File: config.mk
export PLATFORM = sky130hd
export DESIGN_NAME = n_input_gate_bank
export DESIGN_NICKNAME = d
export VERILOG_FILES = /design/src/rtl/gate_bank_pkg.sv /design/src/rtl/gate_channel.sv /design/src/rtl/n_input_gate_bank.sv
export SDC_FILE = /design/constraint.sdc
export NUM_CORES = 1
export LEC_CHECK = 0
export CELL_PAD_IN_SITES_DETAIL_PLACEMENT = 0
export CELL_PAD_IN_SITES_GLOBAL_PLACEMENT = 1
export CORE_AREA = 5 5 81 113
export CTS_BUF_LIST = sky130_fd_sc_hd__clkbuf_4 sky130_fd_sc_hd__clkbuf_8
export CTS_CLUSTER_DIAMETER = 60
export CTS_CLUSTER_SIZE = 20
export DETAILED_ROUTE_END_ITERATION = 12
export DIE_AREA = 0 0 86 118
export GPL_TIMING_DRIVEN = 0
export PLACE_DENSITY_LB_ADDON = 0.1
export RECOVER_POWER = 100
export SLEW_MARGIN = 0
export SYNTH_ARGS = -nofsm -noshare
export SYNTH_HDL_FRONTEND = slang
export SYNTH_SLANG_ARGS = --single-unit
File: constraint.sdc
create_clock -name clk -period 1.75 [get_ports clk]
set_input_delay 0.2625 -clock clk [delete_from_list [all_inputs] [get_ports clk]]
set_output_delay 0.2625 -clock clk [all_outputs]
set_load 0.02 [all_outputs]
File: src/rtl/gate_bank_pkg.sv
// -----------------------------------------------------------------------------
// gate_bank_pkg
// Shared definitions for the n_input_gate_bank gate array:
//   gate_fn_e     - gate function codes (NAND, AND, NOR, OR, XOR, XNOR)
//   DEFAULT_FUNC  - function used for the unassigned codes 6 and 7
//   canon_func()  - maps a raw 3-bit function code onto gate_fn_e
//   identity_bit()- value a masked-off input takes so it cannot affect the
//                   reduction of the selected function
// No ports (package).
// -----------------------------------------------------------------------------
package gate_bank_pkg;

    typedef enum logic [2:0] {
        FN_NAND = 3'd0,
        FN_AND  = 3'd1,
        FN_NOR  = 3'd2,
        FN_OR   = 3'd3,
        FN_XOR  = 3'd4,
        FN_XNOR = 3'd5
    } gate_fn_e;

    // Codes 6 and 7 fall back to NAND, the function of the original fixed IP.
    localparam gate_fn_e DEFAULT_FUNC = FN_NAND;

    function automatic gate_fn_e canon_func(input logic [2:0] code);
        if (code > 3'd5) begin
            canon_func = DEFAULT_FUNC;
        end else begin
            canon_func = gate_fn_e'(code);
        end
    endfunction

    // AND-family reductions ignore a 1, OR/XOR-family reductions ignore a 0.
    function automatic logic identity_bit(input gate_fn_e fn);
        case (fn)
            FN_NAND, FN_AND: identity_bit = 1'b1;
            default:         identity_bit = 1'b0;
        endcase
    endfunction

endpackage

File: src/rtl/gate_channel.sv
// -----------------------------------------------------------------------------
// gate_channel
// One channel of the gate bank: masked WIDTH-input reduction, PIPE-deep result
// registers that load only when their incoming stage is valid, and a
// saturating rising-edge counter on the channel's valid output stream.
// Ports:
//   clk, rst_n        - clock, asynchronous active-low reset
//   i_in_valid        - sample on i_func/i_mask/i_din is accepted this cycle
//   i_stage_vld       - shared valid bits of pipeline stages 0..PIPE-1
//   i_func            - raw 3-bit gate function code
//   i_mask            - per-input enable (1 = input used)
//   i_din             - this channel's WIDTH inputs
//   i_cnt_clr         - synchronous clear of the edge counter
//   o_y               - last valid gate result
//   o_edge_cnt        - saturating count of 0->1 transitions of valid results
// -----------------------------------------------------------------------------
module gate_channel
    import gate_bank_pkg::*;
#(
    parameter int WIDTH = 8,
    parameter int PIPE  = 1,
    parameter int CNT_W = 16
) (
    input  logic             clk,
    input  logic             rst_n,
    input  logic             i_in_valid,
    input  logic [PIPE-1:0]  i_stage_vld,
    input  logic [2:0]       i_func,
    input  logic [WIDTH-1:0] i_mask,
    input  logic [WIDTH-1:0] i_din,
    input  logic             i_cnt_clr,
    output logic             o_y,
    output logic [CNT_W-1:0] o_edge_cnt
);

    localparam logic [CNT_W-1:0] CNT_MAX = '1;
    localparam logic [CNT_W-1:0] CNT_ONE = {{(CNT_W-1){1'b0}}, 1'b1};

    gate_fn_e         w_fn;
    logic             w_ident;
    logic [WIDTH-1:0] w_masked;
    logic             w_result;
    logic             w_y;
    logic             w_out_vld;

    logic [PIPE-1:0]  r_data;
    logic             r_prev_y;
    logic [CNT_W-1:0] r_cnt;

    // The function is resolved at capture time, so func and mask only need to
    // be valid alongside din; later func changes cannot reach this sample.
    always_comb begin
        // NOTE: every combinational output gets a default first so no path
        // through the block leaves it unassigned and infers a latch.
        w_result = 1'b0;
        w_fn     = canon_func(i_func);
        w_ident  = identity_bit(w_fn);
        for (int k = 0; k < WIDTH; k++) begin
            w_masked[k] = i_mask[k] ? i_din[k] : w_ident;
        end
        case (w_fn)
            FN_AND:  w_result =  (&w_masked);
            FN_NOR:  w_result = ~(|w_masked);
            FN_OR:   w_result =  (|w_masked);
            FN_XOR:  w_result =  (^w_masked);
            FN_XNOR: w_result = ~(^w_masked);
            default: w_result = ~(&w_masked);
        endcase
    end

    // Each stage loads only when a valid sample enters it, so the output
    // holds the last valid result across bubbles.
    always_ff @(posedge clk or negedge rst_n) begin
        // NOTE: the pipeline registers are reset (not left free-running like a
        // RAM) because y must read 0 straight out of reset.
        if (!rst_n) begin
            r_data <= '0;
        end else begin
            // NOTE: non-blocking assignments let every stage sample the value
            // its predecessor held before this edge.
            if (i_in_valid) begin
                r_data[0] <= w_result;
            end
            for (int k = 1; k < PIPE; k++) begin
                if (i_stage_vld[k-1]) begin
                    r_data[k] <= r_data[k-1];
                end
            end
        end
    end

    assign w_y       = r_data[PIPE-1];
    assign w_out_vld = i_stage_vld[PIPE-1];

    // History follows valid results only; a clear touches the count alone and
    // wins over an increment landing in the same cycle.
    always_ff @(posedge clk or negedge rst_n) begin
        if (!rst_n) begin
            r_prev_y <= 1'b0;
            r_cnt    <= '0;
        end else begin
            if (w_out_vld) begin
                r_prev_y <= w_y;
            end
            if (i_cnt_clr) begin
                r_cnt <= '0;
            end else if (w_out_vld && !r_prev_y && w_y && (r_cnt != CNT_MAX)) begin
                r_cnt <= r_cnt + CNT_ONE;
            end
        end
    end

    assign o_y        = w_y;
    assign o_edge_cnt = r_cnt;

endmodule

File: src/rtl/n_input_gate_bank.sv
// -----------------------------------------------------------------------------
// n_input_gate_bank
// CHANNELS independent WIDTH-input gates with a runtime-selectable function,
// a shared per-input enable mask, a PIPE-deep valid-tagged output pipeline and
// a saturating rising-edge counter per channel.
// Ports:
//   clk, rst_n  - clock, asynchronous active-low reset
//   in_valid    - din/func/mask valid this cycle
//   func        - 0 NAND, 1 AND, 2 NOR, 3 OR, 4 XOR, 5 XNOR, 6/7 NAND
//   mask        - per-input enable shared by all channels (1 = used)
//   din         - channel c inputs at din[c*WIDTH +: WIDTH]
//   cnt_clr     - synchronous clear of all edge counters
//   out_valid   - y carries a new result this cycle
//   y           - gate outputs, bit c = channel c
//   edge_cnt    - channel c counter at edge_cnt[c*CNT_W +: CNT_W]
// -----------------------------------------------------------------------------
module n_input_gate_bank
    import gate_bank_pkg::*;
#(
    parameter int CHANNELS = 2,
    parameter int WIDTH    = 8,
    parameter int PIPE     = 1,
    parameter int CNT_W    = 16
) (
    input  logic                      clk,
    input  logic                      rst_n,
    input  logic                      in_valid,
    input  logic [2:0]                func,
    input  logic [WIDTH-1:0]          mask,
    input  logic [CHANNELS*WIDTH-1:0] din,
    input  logic                      cnt_clr,
    output logic                      out_valid,
    output logic [CHANNELS-1:0]       y,
    output logic [CHANNELS*CNT_W-1:0] edge_cnt
);

    // Valid tags are common to every channel, so one shift register here
    // steers the data stages of all channels. func and mask are consumed when
    // the sample is accepted, which is how they travel with it.
    logic [PIPE-1:0] r_vld;

    always_ff @(posedge clk or negedge rst_n) begin
        if (!rst_n) begin
            r_vld <= '0;
        end else begin
            r_vld[0] <= in_valid;
            for (int k = 1; k < PIPE; k++) begin
                r_vld[k] <= r_vld[k-1];
            end
        end
    end

    assign out_valid = r_vld[PIPE-1];

    for (genvar c = 0; c < CHANNELS; c++) begin : g_ch
        gate_channel #(
            .WIDTH (WIDTH),
            .PIPE  (PIPE),
            .CNT_W (CNT_W)
        ) u_ch (
            .clk         (clk),
            .rst_n       (rst_n),
            .i_in_valid  (in_valid),
            .i_stage_vld (r_vld),
            .i_func      (func),
            .i_mask      (mask),
            .i_din       (din[c*WIDTH +: WIDTH]),
            .i_cnt_clr   (cnt_clr),
            .o_y         (y[c]),
            .o_edge_cnt  (edge_cnt[c*CNT_W +: CNT_W])
        );
    end

endmodule
Word level (Yosys, flattened, before mapping)

Cells that the tools add are included.
W data, S select, Z words.

Add/subtract/negate cells: 2
$lt $le $gt $ge: 1
Equality and inequality tests: 7
Multiplexer cells: 24
Bitwise logic cells: 6
Reduce and logical (&&, ||, !) cells: 18

Operator list:

| kind                    | number |
|---|---|
| $mux W16                | 4 |
| $add A16 B1 Y16 const B | 2 |
| $ne A16 B16 Y1 const B  | 2 |
| $mux W1                 | 17 |
| $reduce_and A8 Y1       | 2 |
| $reduce_or A8 Y1        | 2 |
| $reduce_xor A8 Y1       | 2 |
| $pmux W1 S5             | 2 |
| $eq A3 B2 Y1 const B    | 2 |
| $eq A3 B3 Y1 const B    | 2 |
| $logic_and A1 B1 Y1     | 6 |
| $not A1 Y1              | 6 |
| $reduce_bool A2 Y1      | 2 |
| $eq A3 B1 Y1 const B    | 1 |
| $gt A3 B3 Y1 const B    | 1 |
| $logic_not A3 Y1        | 1 |
| $mux W3                 | 1 |
| $logic_not A1 Y1        | 2 |
| $reduce_or A2 Y1        | 1 |

Register bits after elaboration: 37
Bits of input ports: 31

Logic depth before layout (Yosys ltp)

Gate-level depths: netlist (run 1).

Word-level depth: 9
Mapped depth: 10
Mapped depth without buffers: 9

By module

From an unflattened synthesis (run 1), not the netlist that was laid out.

Cells, all modules: 295
Area total of the unflattened synthesis: 2722.6 sq um

Modules (own cells, without submodules):

| module            | times used | cells each | area an instance (sq um) | seq. area each (sq um) |
|---|---|---|---|---|
| gate_channel      | 2          | 147        | 1348.8                   | 450.4 |
| n_input_gate_bank | 1          | 1          | 25.0                     | 25.0 |

Least setup slack after synthesis (run 1)

Ideal clock, no wire load.

Path type: input to register
From: input func[1]
To: register g_ch[1].u_ch.r_data
Library setup time: 0.065 ns
Arrival time: 2.137 ns
Setup slack: -0.452 ns
Stages: 9
Path through: buf_2 > xor2_1 > nor2_1 > a21oi_1 > ha_1 > xnor3_1 > xnor2_1 > o2111ai_1 > o221a_2

Word-level cells in the longest chain between the ends: 9
Elaborated cells between the ends (all ways): 25

RTL lines:

| what                                                    | RTL line                                                   | source |
|---|---|---|
| from (decl)                                             | n_input_gate_bank.sv:28                                    | `input logic [2:0] func,` |
| $gt A3 B3 Y1                                            | gate_bank_pkg.sv:26                                        | `if (code > 3'd5) begin` |
| $mux W3 *                                               | gate_bank_pkg.sv:26                                        |  |
| $eq A3 B1 Y1 / $logic_not A3 Y1 (equally long branches) | gate_bank_pkg.sv:35, gate_channel.sv:61                    |  |
| $reduce_or A2 Y1                                        | gate_bank_pkg.sv:35                                        | `case (fn)` |
| $mux W1                                                 | gate_bank_pkg.sv:35                                        |  |
| $mux W1                                                 | gate_channel.sv:59                                         | `w_masked[k] = i_mask[k] ? i_din[k] : w_ident;` |
| $reduce_and A8 Y1 (tied with other cells)               | gate_channel.sv:62, gate_channel.sv:67                     |  |
| $not A1 Y1 (on tied branches)                           | gate_channel.sv:67, gate_channel.sv:63, gate_channel.sv:66 |  |
| $pmux W1 S5 *                                           | gate_channel.sv:61                                         | `case (w_fn)` |
| to (signal, indexed assignment)                         | gate_channel.sv:86                                         | `r_data[k] <= r_data[k-1];` |
| to (decl)                                               | gate_channel.sv:46                                         | `logic [PIPE-1:0] r_data;` |

Every way passes the cells marked *; elsewhere a longest branch is shown, timed or not.
A chain may end at the register's enable or synchronous reset.

Worst setup path after layout (run 1)

From: input mask[0]
To: register g_ch[1].u_ch.r_data

Word-level cells in the longest chain between the ends: 4
Elaborated cells between the ends (all ways): 8

RTL lines:

| what                                      | RTL line                                                   | source |
|---|---|---|
| from (decl)                               | n_input_gate_bank.sv:29                                    | `input logic [WIDTH-1:0] mask,` |
| $mux W1 *                                 | gate_channel.sv:59                                         |  |
| $reduce_and A8 Y1 (tied with other cells) | gate_channel.sv:62, gate_channel.sv:67                     |  |
| $not A1 Y1 (on tied branches)             | gate_channel.sv:67, gate_channel.sv:63, gate_channel.sv:66 |  |
| $pmux W1 S5 *                             | gate_channel.sv:61                                         |  |

Marks and branches as above.

==> results of run 1 <==
## worst register-to-register path, stage by stage (launching register included)
cell     delay (ps)
dfrtp_1         460
and3b_1         210
buf_2           220
nand4_2         210
or4_1           510
a21oi_1         140
## layer usage
layer | global-route usage, % | part of all wire [%]
met1 | 17.2 | 40
met2 | 29.1 | 54
met3 | 3.01 | 4.3
met4 | 6.04 | 2.3
met5 | 0 | 0
## worst max path at each step
stage | start | end | slack, ps | cells past startpoint
5_1_grt | func[2] | g_ch[0].u_ch.o_y | -170 | 9
3_3_place_gp | func[2] | g_ch[0].u_ch.o_y | -1030 | 9
6_report | mask[0] | g_ch[1].u_ch.o_y | -80 | 8
3_5_place_dp | func[2] | g_ch[0].u_ch.o_y | -1020 | 9
2_1_floorplan | func[1] | g_ch[1].u_ch.o_y | -210 | 9
4_1_cts | func[1] | g_ch[1].u_ch.o_y | -90 | 9
## registers in the layout, summed over array words and instances, names as in the netlist
| signal | cells |
|---|---|
| g_ch.u_ch.r_prev_y | 2 |
| g_ch.u_ch.o_edge_cnt | 32 |
| g_ch.u_ch.o_y | 2 |
| out_valid | 1 |
## kinds of logic after synthesis
family / Yosys count / synth area share [%]
flip-flops: 37 / 34.1
XOR/XNOR: 9 / 3.91
buffers and inverters: 36 / 5.98
AO/OA/AOI/OAI: 63 / 14.3
multiplexers: 21 / 8.51
adder cells (fa/ha/maj): 18 / 8.28
AND/OR/NAND/NOR: 116 / 24.9
## stage by stage
step                      TNS, ps  setup WS, ps
after floorplan              -421          -210
after global placement     -31820         -1030
final                        -271         -77.1
after global routing        -2220          -170
after CTS                    -298         -89.2
after detailed placement    -7220         -1020
## placed cells by master, fill, tap and decap left out, types with 8 or more instances in the layout
cell             count
buf_4               17
nand3_1              8
nand2_1             12
inv_1               21
nand4_1             12
ha_1                17
dlygate4sd3_1       11
clkdlybuf4s50_1     45
or4_1                9
dfrtp_1             31
a21oi_1             25
nor2b_1             13
a21oi_2             11
nor2_1              23
o31ai_1              8
clkbuf_1             8
mux2_2              17
## report_power, final
group,internal [uW],total [uW],switching [uW]
Clock,292,616,324
Combinational,298,558,260
Sequential,883,910,27.1
Total,1470,2080,611
## timing repair
action	CTS	global route
setup buffers	12	7
endpoints found under the setup margin	27	28
gates resized for setup	35	9
hold buffers	1	0
pin swaps	10	6
hold endpoints to repair	6	0
## area by class of cell
| cell class | count | area, sq um | share of cell area [%] |
|---|---|---|---|
| timing repair buffer | 84 | 761 | 19.7 |
| clock buffer | 6 | 76.3 | 1.98 |
| multi-input combinational | 227 | 1770 | 45.9 |
| tap | 102 | 128 | 3.31 |
| clock inverter | 2 | 10.0 | 0.260 |
| sequential | 37 | 933 | 24.2 |
| buffer | 14 | 98.8 | 2.57 |
| inverter | 21 | 78.8 | 2.05 |
==> metrics.md, run 1 <==
| Metric | Value |
|---|---|
| Status | `finished, violations left` |
| Failing checks | `setup timing` |
| # DRC | `0` |
| Leak | `0.00170 uW` |
| Final std cell area, no fill | `3850 sq um` |
| Placed cell areas | `about 3500 sq um` |
| CTS root buffer | `clkbuf_8` |
| Hold_ws | `between 300 and 400 ps` |
| Seq/Total Area, Yosys | `approximately 34%` |
| Post-synth top cells | `dfrtp_1, a21oi_1, nor2_1` |
| Global-route wire length before repair | `12.8 mm` |
| R2R Setup Slk | `-50 ps` |
| DIE AREA | `a little over 10000 sq um` |
| Slew @ Worst Pin | `roughly 520 ps` |
| Finished Core Util | `roughly 48%` |
| Ys flop type | `dfrtp_1` |
| Crit. End Element | `register` |
| EDFF count, synth | `0` |
| Post-DP HPWL | `roughly 5.7 mm` |
| CP max stage delay | `470 ps` |
| PwrDens | `541 nW/um^2` |
| Hold Startpoint | `func[2]` |
| RSZ-0062 raised after global routing | `yes` |
| Post-Syn Nets | `about 350` |
| VDD IR max | `0.330 mV` |
| Vias in the first global route | `2658` |
| Tmin final | `1830 ps` |
| Routed Antenna Nets | `0` |
| Dominant cell type by area after synthesis | `dfrtp_1` |
| Hold depth | `3` |
| Hold Path Sink | `g_ch[0].u_ch.o_y` |
| Fin nets | `439` |
| Clk Latency, worst-skew pair | `roughly 300 ps` |
| Crit-path cells | `clkdlybuf4s50_1 > nor2_1 > a21oi_2 > ha_1 > xnor3_1 > xnor2_1 > o2111ai_1 > o221a_2` |
| 1st-iter DRT viols | `92` |
| Clock Pin Slew Worst Setup and Hold Paths | `roughly 70 ps` |
| Final GP Congestion | `between 0.7 and 0.8` |
| Placed Cells | `466` |
| Worst Setup Start Kind | `primary input` |
| I/O Buffers | `63` |
| Worst-path fanout max | `3` |
| Synth area leaders | `dfrtp_1, ha_1, mux2_2` |
| DR vias | `about 2600` |
| Async S/R FF share, synth | `100%` |
| Slowest cell on crit path | `clkdlybuf4s50_1` |
| RR Endpoint | `g_ch[0].u_ch.o_edge_cnt[13]` |
| WP data required | `1990 ps` |
| Max-cap violations | `0` |
| Final Setup Violations | `8` |
| CP top delay family | `buffers and inverters` |
| TritonCTS clock tree | `built` |
| Initial antenna violation count | `0` |
| Distinct cell type count after synthesis | `about 40` |
| Setup CP Type | `in -> reg` |
| WL per Instance | `between 15 and 20 um` |
| CP bufs+invs | `1` |
| Via/cell ratio | `approximately 5.2` |
| Initial Util | `about a third` |
| # rows | `39` |
| TritonCTS buffer count | `5` |
| GRT Total Usage | `15.7%` |
| Num ports | `between 60 and 70` |
| Critical path arrival | `between 2000 and 2500 ps` |
| Share of cells above drive strength 1 | `between 20% and 30%` |
| Layout Cells excl Fill | `between 400 and 500` |
| Synth Cell Area | `between 2000 and 3000 sq um` |
| Die width | `about 86 um` |
| Slew headroom | `approximately two thirds` |
| Most numerous cell in the Yosys netlist | `dfrtp_1` |
| Hold crit path type | `in -> reg` |
| Clock Sinks | `37` |
| CTS H-tree lvls | `2` |
| Largest net degree at the start of global routing | `32` |
| Post-Syn Instances | `300` |
| Drt pass-1 iters | `4` |
| Diode count | `0` |
| Total wire length | `7.77 mm` |
| FMAX | `between 500 and 600 MHz` |
| Final period utilization | `104%` |
| Layout Skew | `between 8 and 9 ps` |
| Final hold violations | `0` |
| Final WS setup | `-77.1 ps` |
| Syn. warnings | `0` |
| Synthesis-stage register bit count | `37` |
| Max Transition Viols Final | `0` |
| Grt total ovfl | `0` |
| Die Span Y | `about 120 um` |
| Fillcell total | `between 800 and 900` |
| Clock tree buffer depth | `2` |
| Mapped Avg Cell Area | `slightly above 9 sq um` |
| Worst R2R Start | `out_valid` |
| Tot Pwr | `2080 uW` |
| Layout area overhead | `41.7%` |
| Synth top area share | `between 30% and 40%` |
| Reg2Reg Depth | `5` |
| Placeable Area | `around 8100 sq um` |
No activity file was read; power rests on OpenSTA's default activity.
==> run 2: changes to the inputs <==
Settings changed: CORE_AREA 5 5 81 113 to 5 5 108 85, DIE_AREA 0 0 86 118 to 0 0 113 90.
==> metrics.md, run 2 (synthesis gave the netlist of run 1 again) <==
| Metric | Value |
|---|---|
| Clock power share | `30.8% (was 29.6%)` |
| Max Transition Viols Final | `0 (unchanged)` |
| Slew headroom | `35.3% (was 65.6%)` |
| Final period utilization | `105% (was 104%)` |
| WL per Instance | `15.1 um (was 15.8 um)` |
| Tmin final | `1840 ps (was 1830 ps)` |
| GRT Total Usage | `14.6% (was 15.7%)` |
| Worst Setup Start Kind | `primary input (unchanged)` |
| RR Endpoint | `g_ch[1].u_ch.o_edge_cnt[9] (was g_ch[0].u_ch.o_edge_cnt[13])` |
| Post-DP HPWL | `5.56 mm (was 5.74 mm)` |
| Routed Antenna Nets | `0 (unchanged)` |
| Setup CP Type | `in -> reg (unchanged)` |
| Commonest cells after routing, fill and taps aside | `clkdlybuf4s50_1, dfrtp_1, a21oi_1 (unchanged)` |
| Clock Sinks | `37 (unchanged)` |
| Fillcell total | `787 (was 807)` |
| DIE AREA | `10200 sq um (was 10100 sq um)` |
| Layout area overhead | `46.6% (was 41.7%)` |
| Worst-path fanout max | `4 (was 3)` |
| Placed cell areas | `3530 sq um (was 3540 sq um)` |
| Final std cell area, no fill | `3990 sq um (was 3850 sq um)` |
| WP data required | `1970 ps (was 1990 ps)` |
| CTS H-tree lvls | `2 (unchanged)` |
| Crit. End Element | `register (unchanged)` |
| Leak | `0.00173 uW (was 0.00170 uW)` |
| Clock tree buffer depth | `2 (unchanged)` |
| Tot Pwr | `2160 uW (was 2080 uW)` |
| Switching Share | `28.2% (was 29.3%)` |
| Vias in the first global route | `2475 (was 2658)` |
| Reg2Reg Depth | `6 (was 5)` |
| Power Internal | `1550 uW (was 1470 uW)` |
| Max reg flops | `32 (unchanged)` |
| Die Span Y | `90 um (was 118 um)` |
| TritonCTS clock tree | `built (unchanged)` |
| Max-cap violations | `0 (unchanged)` |
| Final Setup Violations | `16 (was 8)` |
| Commonest non-fill, non-tap cell in the layout | `clkdlybuf4s50_1 (unchanged)` |
| Initial Util | `33.6% (was 33.8%)` |
| CTS root buffer | `clkbuf_8 (unchanged)` |
| Hold Buf Count CTS | `0 (was 1)` |
| Num ports | `66 (unchanged)` |
| Clk Latency, worst-skew pair | `290 ps (was 300 ps)` |
| Final WS setup | `-94.3 ps (was -77.1 ps)` |
| Comb power frac | `26.8% (about the same)` |
| VDD IR max | `0.431 mV (was 0.330 mV)` |
| NetSw | `609 uW (was 611 uW)` |
| Clock Pin Slew Worst Setup and Hold Paths | `80 ps (was 70 ps)` |
| PwrDens | `541 nW/um^2 (about the same)` |
| 1st-iter DRT viols | `107 (was 92)` |
| Placeable Area | `8090 sq um (was 8050 sq um)` |
| Global-route wire length before repair | `12.2 mm (was 12.8 mm)` |
| Worst R2R Start | `g_ch[1].u_ch.o_edge_cnt[1] (was out_valid)` |
| Share of cells above drive strength 1 | `26.1% (was 23.3%)` |
| Hold crit path type | `in -> async (was in -> reg)` |
| Largest net degree at the start of global routing | `38 (was 32)` |
| # DRC | `0 (unchanged)` |
| Multi-input logic area | `1860 sq um (was 1770 sq um)` |
| # rows | `29 (was 39)` |
| Drt pass-1 iters | `4 (unchanged)` |
| TritonCTS buffer count | `5 (unchanged)` |
| Final GP Congestion | `0.773 (was 0.729)` |
| FMAX | `542 MHz (was 547 MHz)` |
| Initial antenna violation count | `0 (unchanged)` |
| Fin nets | `439 (unchanged)` |
| RSZ-0062 raised after global routing | `yes (unchanged)` |
| Total wire length | `7.55 mm (was 7.77 mm)` |
| Grt total ovfl | `0 (unchanged)` |
| R2R Setup Slk | `-90 ps (was -50 ps)` |
| Layout Skew | `11.2 ps (was 8.16 ps)` |
| Critical path arrival | `2070 ps (about the same)` |
| Status | `finished, violations left (unchanged)` |
| Slew @ Worst Pin | `970 ps (was 515 ps)` |
| Sequential power share | `42.4% (was 43.7%)` |
| I/O Buffers | `63 (unchanged)` |
| Via/cell ratio | `5.13 (was 5.25)` |
| Final hold violations | `0 (unchanged)` |
| Reg area | `933 sq um (unchanged)` |
| Failing checks | `setup timing (unchanged)` |
| DR vias | `2559 (was 2588)` |
| Diode count | `0 (unchanged)` |
| Die width | `113 um (was 86 um)` |
==> run 2: cell types whose count changed in the layout (fill, tap and decap cells not counted), sizes merged <==
cell	previous run	this run
buf	22	25
clkinv	2	0
clkdlybuf4s50	45	42
nor2	28	29
clkbuf	22	20
dlygate4sd3	11	12
dlymetal6s2s	0	2
==> run 2: worst max-delay path by stage <==
stage | slack [ps] | from | end | cells after the start
floorplan | -210 | func[1] | g_ch[1].u_ch.o_y | 9
global placement | -1110 | func[2] | g_ch[1].u_ch.o_y | 9
detailed placement | -1110 | func[2] | g_ch[1].u_ch.o_y | 9
CTS | -120 | func[1] | g_ch[1].u_ch.o_y | 10
global route | -160 | func[2] | g_ch[0].u_ch.o_y | 10
finish | -90 | func[2] | g_ch[1].u_ch.o_y | 10
==> run 2: layer usage <==
metal	wire (um)	GRT usage, %	share of wire, %	up-vias
li1	-	-	-	1272
met1	3730	20.2	49	1240
met2	3470	23.0	46	43
met3	311	3.36	4.1	4
met4	43	3.20	0.57	0
met5	0	0	0	-
==> run 2: critical path, stage by stage <==
cell	delay, ps
buf_12	110
xor2_4	200
buf_6	160
nor2_4	50
a21oi_4	190
ha_4	230
xnor3_1	350
xnor2_1	150
o2111ai_1	170
o221a_2	200
==> run 2: repair_timing <==
item                       in CTS  in global routing
setup buffers                   7                 11
cloned                          0                  2
pin swaps                       8                 14
resized for setup              41                 29
setup endpoints to repair      28                 28
==> run 2: area by class of cell <==
class / count / share of cell area (%)
multi-input cells: 228 / 46.6
flip-flops and latches: 37 / 23.4
repair buffers: 82 / 19.4
well taps: 108 / 3.39
plain buffers: 15 / 2.76
clock buffers: 8 / 2.45
inverters: 21 / 1.98
==> run 2: power by group through the flow <==
stage / registers [uW] / clock network, uW / logic [uW]
2_1_floorplan: 932 / 0 / 311
6_report: 914 / 664 / 579
3_3_place_gp: 930 / 0 / 507
5_1_grt: 920 / 722 / 632
3_5_place_dp: 932 / 0 / 511
4_1_cts: 916 / 685 / 560
==> run 2: metrics by stage <==
step	TNS [ps]	setup WS, ps	instances	hold slack (ps)	util [%]
finish	-757	-94.3	499	110	49.3
global route	-2980	-161	499	209	49.3
CTS	-385	-120	486	119	47.1
detailed placement	-7000	-1110	471	442	43.7
global placement	-28670	-1110	471	483	43.7
floorplan	-421	-210	300	-33.1	-
